<file path="src/rtl/note_key_encoder_pkg.sv">
// Shared constants and types for the note key encoder.
// Note codes, key bit positions and the player FSM states.
package note_key_encoder_pkg;

  localparam int NUM_KEYS = 7;

  localparam logic [2:0] NOTA_DO  = 3'd0;
  localparam logic [2:0] NOTA_RE  = 3'd1;
  localparam logic [2:0] NOTA_MI  = 3'd2;
  localparam logic [2:0] NOTA_FA  = 3'd3;
  localparam logic [2:0] NOTA_SOL = 3'd4;
  localparam logic [2:0] NOTA_LA  = 3'd5;
  localparam logic [2:0] NOTA_SI  = 3'd6;

  localparam int KEY_DO   = 0;
  localparam int KEY_RE   = 1;
  localparam int KEY_MI   = 2;
  localparam int KEY_FA   = 3;
  localparam int KEY_SOL  = 4;
  localparam int KEY_LA   = 5;
  localparam int KEY_SI   = 6;
  localparam int KEY_SUST = 7;

  typedef enum logic {
    OCIOSO  = 1'b0,
    TOCANDO = 1'b1
  } estado_t;

  // Lowest set key wins; scanning downward lets the lowest overwrite.
  function automatic logic [2:0] encode_nota(
    input logic [NUM_KEYS-1:0] keys
  );
    logic [2:0] n;
    n = NOTA_DO;
    for (int i = NUM_KEYS - 1; i >= 0; i--) begin
      if (keys[i]) n = 3'(i);
    end
    return n;
  endfunction

endpackage

</file>
<file path="src/rtl/debounce_teclas.sv">
// Two-flop synchronizer followed by a whole-vector debouncer.
// The stable vector only moves after DEBOUNCE_CYCLES equal samples.
module debounce_teclas #(
  parameter int W               = 8,
  parameter int DEBOUNCE_CYCLES = 16
) (
  input  logic         clk_i,
  input  logic         rst_i,
  input  logic [W-1:0] raw_i,
  output logic [W-1:0] stable_o
);

  localparam int CW = (DEBOUNCE_CYCLES > 2) ? $clog2(DEBOUNCE_CYCLES) : 1;
  localparam logic [CW-1:0] LAST = CW'(DEBOUNCE_CYCLES - 1);
  localparam logic [CW-1:0] PRE  = CW'(DEBOUNCE_CYCLES - 2);

  logic [W-1:0]  sync1_q;
  logic [W-1:0]  sync2_q;
  logic [W-1:0]  cand_q;
  logic [W-1:0]  cand_d;
  logic [W-1:0]  stable_q;
  logic [W-1:0]  stable_d;
  logic [CW-1:0] cnt_q;
  logic [CW-1:0] cnt_d;

  // Synchronizer chain for the asynchronous key inputs.
  always_ff @(posedge clk_i) begin
    if (rst_i) begin
      sync1_q <= '0;
      sync2_q <= '0;
    end else begin
      sync1_q <= raw_i;
      sync2_q <= sync1_q;
    end
  end

  // Candidate tracking, saturating run counter and stable update.
  always_comb begin
    cand_d   = cand_q;
    cnt_d    = cnt_q;
    stable_d = stable_q;
    if (sync2_q != cand_q) begin
      cand_d = sync2_q;
      cnt_d  = '0;
    end else begin
      if (cnt_q != LAST) cnt_d = cnt_q + CW'(1);
      if (cnt_q == PRE || cnt_q == LAST) stable_d = cand_q;
    end
  end

  // Debounce state registers.
  always_ff @(posedge clk_i) begin
    if (rst_i) begin
      cand_q   <= '0;
      cnt_q    <= '0;
      stable_q <= '0;
    end else begin
      cand_q   <= cand_d;
      cnt_q    <= cnt_d;
      stable_q <= stable_d;
    end
  end

  assign stable_o = stable_q;

endmodule

</file>
<file path="src/rtl/note_key_encoder.sv">
// Debounced note keyboard to note code plus sharp flag.
// Emits a one-cycle pulse whenever the played note changes.
module note_key_encoder
  import note_key_encoder_pkg::*;
#(
  parameter int DEBOUNCE_CYCLES = 16
) (
  input  logic       CLK,
  input  logic       RST,
  input  logic [6:0] TECLAS,
  input  logic       SUSTENIDO,
  output logic [2:0] NOTAS,
  output logic       TOM,
  output logic       NOTA_VALIDA,
  output logic       NOVA_NOTA
);

  logic [7:0]          stable_w;
  logic [NUM_KEYS-1:0] keys_w;
  logic                sust_w;
  logic [2:0]          nota_w;
  logic                tom_w;

  estado_t    state_q;
  estado_t    state_d;
  logic [2:0] notas_q;
  logic [2:0] notas_d;
  logic       tom_q;
  logic       tom_d;
  logic       nova_q;
  logic       nova_d;

  debounce_teclas #(
    .W              (8),
    .DEBOUNCE_CYCLES(DEBOUNCE_CYCLES)
  ) u_deb (
    .clk_i   (CLK),
    .rst_i   (RST),
    .raw_i   ({SUSTENIDO, TECLAS}),
    .stable_o(stable_w)
  );

  assign keys_w = stable_w[KEY_SI:KEY_DO];
  assign sust_w = stable_w[KEY_SUST];
  assign nota_w = encode_nota(keys_w);
  assign tom_w  = sust_w &&
                  (nota_w != NOTA_MI) &&
                  (nota_w != NOTA_SI);

  // Player FSM: next state, output loads and change pulse.
  always_comb begin
    state_d = state_q;
    notas_d = notas_q;
    tom_d   = tom_q;
    nova_d  = 1'b0;
    unique case (state_q)
      OCIOSO: begin
        if (|keys_w) begin
          state_d = TOCANDO;
          notas_d = nota_w;
          tom_d   = tom_w;
          nova_d  = 1'b1;
        end
      end
      TOCANDO: begin
        if (!(|keys_w)) begin
          state_d = OCIOSO;
        end else if (nota_w != notas_q ||
                     tom_w != tom_q) begin
          notas_d = nota_w;
          tom_d   = tom_w;
          nova_d  = 1'b1;
        end
      end
    endcase
  end

  // State and registered outputs.
  always_ff @(posedge CLK) begin
    if (RST) begin
      state_q <= OCIOSO;
      notas_q <= NOTA_DO;
      tom_q   <= 1'b0;
      nova_q  <= 1'b0;
    end else begin
      state_q <= state_d;
      notas_q <= notas_d;
      tom_q   <= tom_d;
      nova_q  <= nova_d;
    end
  end

  assign NOTAS       = notas_q;
  assign TOM         = tom_q;
  assign NOVA_NOTA   = nova_q;
  assign NOTA_VALIDA = (state_q == TOCANDO);

endmodule

</file>
<file path="config.mk">
export PLATFORM = sky130hd
export DESIGN_NAME = note_key_encoder
export DESIGN_NICKNAME = d
export VERILOG_FILES = /design/src/rtl/note_key_encoder_pkg.sv /design/src/rtl/debounce_teclas.sv /design/src/rtl/note_key_encoder.sv
export SDC_FILE = /design/constraint.sdc
export NUM_CORES = 1
export LEC_CHECK = 0
export ABC_AREA = 0
export CAP_MARGIN = 0
export CORE_MARGIN = 2
export CORE_UTILIZATION = 40
export DETAILED_ROUTE_END_ITERATION = 16
export PLACE_DENSITY = 0.65
export RECOVER_POWER = 25
export SYNTH_ARGS = -nofsm -noshare
export SYNTH_HDL_FRONTEND = slang
export SYNTH_SLANG_ARGS = --single-unit
</file>
<file path="constraint.sdc">
create_clock -name CLK -period 1.91 [get_ports CLK]
set_clock_uncertainty 0.15 [all_clocks]
set_input_delay 0.382 -clock CLK [delete_from_list [all_inputs] [get_ports CLK]]
set_output_delay 0.382 -clock CLK [all_outputs]
set_load 0.05 [all_outputs]
</file>
==> results.py <==
metrics = {
    "pwr": {
        "totalPowerFinal_mw": 1.55,
        "leakage_nw": 0.777,
        "irDropWorstVdd_uv": 463,
        "cellPowerDensity_nw_per_um2": 789,
    },
    "clocking": {
        "root_buffer": "clkbuf_8",
        "numCtsBuffers": 5,
        "h-tree-depth": 2,
        "cts_sinks": 42,
        "path_clk_slew_ns": 0.08,
        "clock_latency_ns": 0.29,
        "cts_tree": "built",
        "cts_max_path_buffers": 2,
    },
    "global_routing": {
        "grt_max_degree": 39,
        "overflow": 0,
        "grt_pass1_vias": 1167,
        "grt_pass1_wl_mm": 4.71,
        "grt.total_usage_pct": 14.1,
        "antenna_found_initial": 0,
    },
    "layout": {
        "layout_common_cells": "41 x dfxtp_1, 25 x nor2b_1, 12 x nor2_1, 12 x buf_4",
        "drive_gt1_share_pct": 19.0,
        "fin_cells": 227,
        "area_delta_synth_final_pct": 25.5,
        "nets": 190,
        "final_common_cell": "dfxtp_1",
        "diodes": 0,
    },
    "drt": {
        "vias": 1092,
        "wl_per_cell_um": 11.4,
        "drcViolationCount": 0,
        "vias_per_cell": 4.81,
        "drt_wl_total_mm": 2.59,
        "dr.first_iter.drc_count": 31,
        "drtPass1Iterations": 4,
        "ant_nets": 0,
    },
    "timing": {
        "worst_slew_pin_slew_ns": 0.506,
        "holdWs_ns": 0.287,
        "relSlewSlack_pct": 66.0,
        "setup_viol": 2,
        "fmax_ghz": 0.513,
        "fin_crit_sh_pct": 102,
        "rsz0062_at_grt": "true",
        "fin_crit_ns": 1.95,
        "hold_viol_final": 0,
        "slew_violations": 0,
        "worst_slack_ns": -0.0379,
    },
    "yosys": {
        "synth_nets": 164,
        "netlist_area_sq_um": 1570,
        "syn_area_per_cell_sq_um": 10.3,
        "ys.warnings.count": 0,
        "seq_area_frac_synth_pct": 53.6,
        "synth-seq-cells": 42,
        "yosys.cell_types.count": 32,
        "syn_inst": 152,
    },
    "die": {
        "die_h_um": 66.6,
        "die_area_sq_um": 4440,
        "io_pins": 16,
        "initial_utilization_pct": 42.2,
        "core_area_sq_um": 3720,
        "die_w_um": 66.6,
        "rows": 22,
    },
    "placed_design": {
        "gp_congestion": 0.794,
        "post-dp-hpwl_mm": 1.87,
        "io_buffers": 15,
        "dp_slack_ns": -0.0501,
        "numPlacedInstances": 218,
    },
    "critical_path": {
        "required_ns": 1.96,
        "cp.arrival_ns": 2.00,
        "worstSetupPathType": "reg2reg",
        "rr_worst_depth": 6,
        "timing.rr.end": "TOM",
        "crit_path_end_kind": "flop",
        "crit_path_max_fanout": 3,
        "crit_start": "u_deb.stable_o[2]",
        "reg2reg_setup_slack_ns": -0.04,
        "regToRegStartpoint": "u_deb.stable_o[2]",
        "start_kind": "flop",
    },
    "hold_path": {
        "min_from": "u_deb.sync1_q[2]",
        "hold_class": "reg2reg",
        "worstHoldEndpoint": "u_deb.sync2_q[2]",
        "whs_path_depth": 1,
    },
    "flow_run": {
        "maxCapViolations": 0,
    },
    "status": {
        "violations": "setup timing",
        "status": "finished, violations left",
    },
}
-- cell usage after synthesis --
| cell type | count | share of area (%) |
|---|---|---|
| dfxtp_1 | 42 | 54 |
| nor2b_1 | 25 | 10 |
| nor2_1 | 13 | 3.1 |
| inv_1 | 8 | 1.9 |
| mux2i_1 | 8 | 5.1 |
| xor2_1 | 8 | 4.5 |
| xnor2_1 | 5 | 2.8 |
| nand3_1 | 4 | 1.3 |
| nor3_1 | 4 | 1.3 |
| a21oi_1 | 3 | 0.96 |
| clkbuf_1 | 3 | 0.72 |
| o21ai_0 | 3 | 0.96 |
| a2111oi_0 | 2 | 1.1 |
| ha_1 | 2 | 1.6 |
| nand2_1 | 2 | 0.48 |
| nor4_1 | 2 | 0.80 |
| o211ai_1 | 2 | 0.96 |
| o32ai_1 | 2 | 1.1 |
| a221oi_1 | 1 | 0.56 |
| a2bb2oi_1 | 1 | 0.56 |
| and2b_2 | 1 | 0.56 |
| and4_4 | 1 | 0.72 |
| buf_1 | 1 | 0.24 |
| nand2b_1 | 1 | 0.40 |
| nand4_1 | 1 | 0.40 |
| nor2_2 | 1 | 0.40 |
| nor3b_1 | 1 | 0.48 |
| o211a_1 | 1 | 0.64 |
| o21ai_2 | 1 | 0.56 |
| o31ai_1 | 1 | 0.48 |
| or4_4 | 1 | 0.72 |
| xnor2_2 | 1 | 1.0 |
-- power breakdown --
part           switching [mW]  leakage (nW)  internal, mW  total [mW]
logic                  0.0325         0.385        0.0447      0.0771
registers              0.0108         0.343         0.898       0.908
clock network           0.277        0.0482         0.291       0.568
total                   0.320         0.777          1.23        1.55
-- final cells by class --
class / instances / area [sq um]
clock buffers: 7 / 86.3
well taps: 48 / 60.1
inverters: 8 / 30.0
fillers: 342 / 1750
repair buffers: 23 / 220
multi-input cells: 98 / 724
flip-flops and latches: 42 / 842
clock inverters: 1 / 5.00
-- per-stage QoR --
stage          setup TNS, ns  util (%)  cell area [sq um]
2_1_floorplan              0         -               1570
3_3_place_gp               0      49.1               1830
3_5_place_dp          -0.124      49.1               1830
4_1_cts              -0.0308      52.2               1940
5_1_grt               -0.248      53.0               1970
6_report             -0.0428      53.0               1970
-- critical path: stages, from the launching register on --
cell and delay [ns]:
dfxtp_2 0.33, or4_4 0.55, nor2_4 0.12, xnor2_2 0.13
and4_4 0.25, a21oi_2 0.06, o32ai_1 0.27
-- how the worst max path moves through the flow --
stage	cells past startpoint	slack, ns	to
floorplan	6	0.03	NOTAS[2]
global placement	6	0.02	NOTAS[2]
detailed placement	6	-0.05	TOM
CTS	6	-0.02	TOM
global route	6	-0.10	TOM
finish	6	-0.04	TOM
-- what timing repair did --
| action | in CTS | in global routing |
|---|---|---|
| resized for setup | 4 | 5 |
| hold buffers | 0 | 0 |
| pin swaps | 1 | 3 |
| buffers inserted | 0 | 1 |
| setup endpoints to repair | 3 | 13 |
-- sequential cells by signal, indices dropped and copies added, names as in the netlist --
name            count
u_deb.sync2_q       8
u_deb.cnt_q         4
u_deb.sync1_q       8
NOTAS               3
u_deb.cand_q        8
u_deb.stable_o      8
NOVA_NOTA           1
NOTA_VALIDA         1
TOM                 1
-- cell families (layout without fill, tap and decap cells) --
logic type / after synthesis / in the layout / synth area share (%)
buffers and inverters: 12 / 39 / 2.87
muxes: 8 / 8 / 5.11
xor gates and xnor gates: 14 / 14 / 8.30
DFF: 42 / 42 / 53.6
AOI/OAI and AO/OA: 17 / 17 / 7.90
adders and majority gates: 2 / 2 / 1.60
and+or+nand+nor: 57 / 57 / 20.6
-- metal layers --
| metal | up-vias | global-route usage, % | routed length [um] | part of all wire [%] |
|---|---|---|---|---|
| met2 | 21 | 25.1 | 1300 | 50 |
| met3 | 7 | 4.56 | 121 | 4.7 |
| met5 | - | 0 | 0 | 0 |
| met4 | 0 | 7.65 | 63 | 2.4 |
| li1 | 561 | - | - | - |
| met1 | 503 | 14.5 | 1110 | 43 |
No activity file was read; power rests on OpenSTA's default activity.
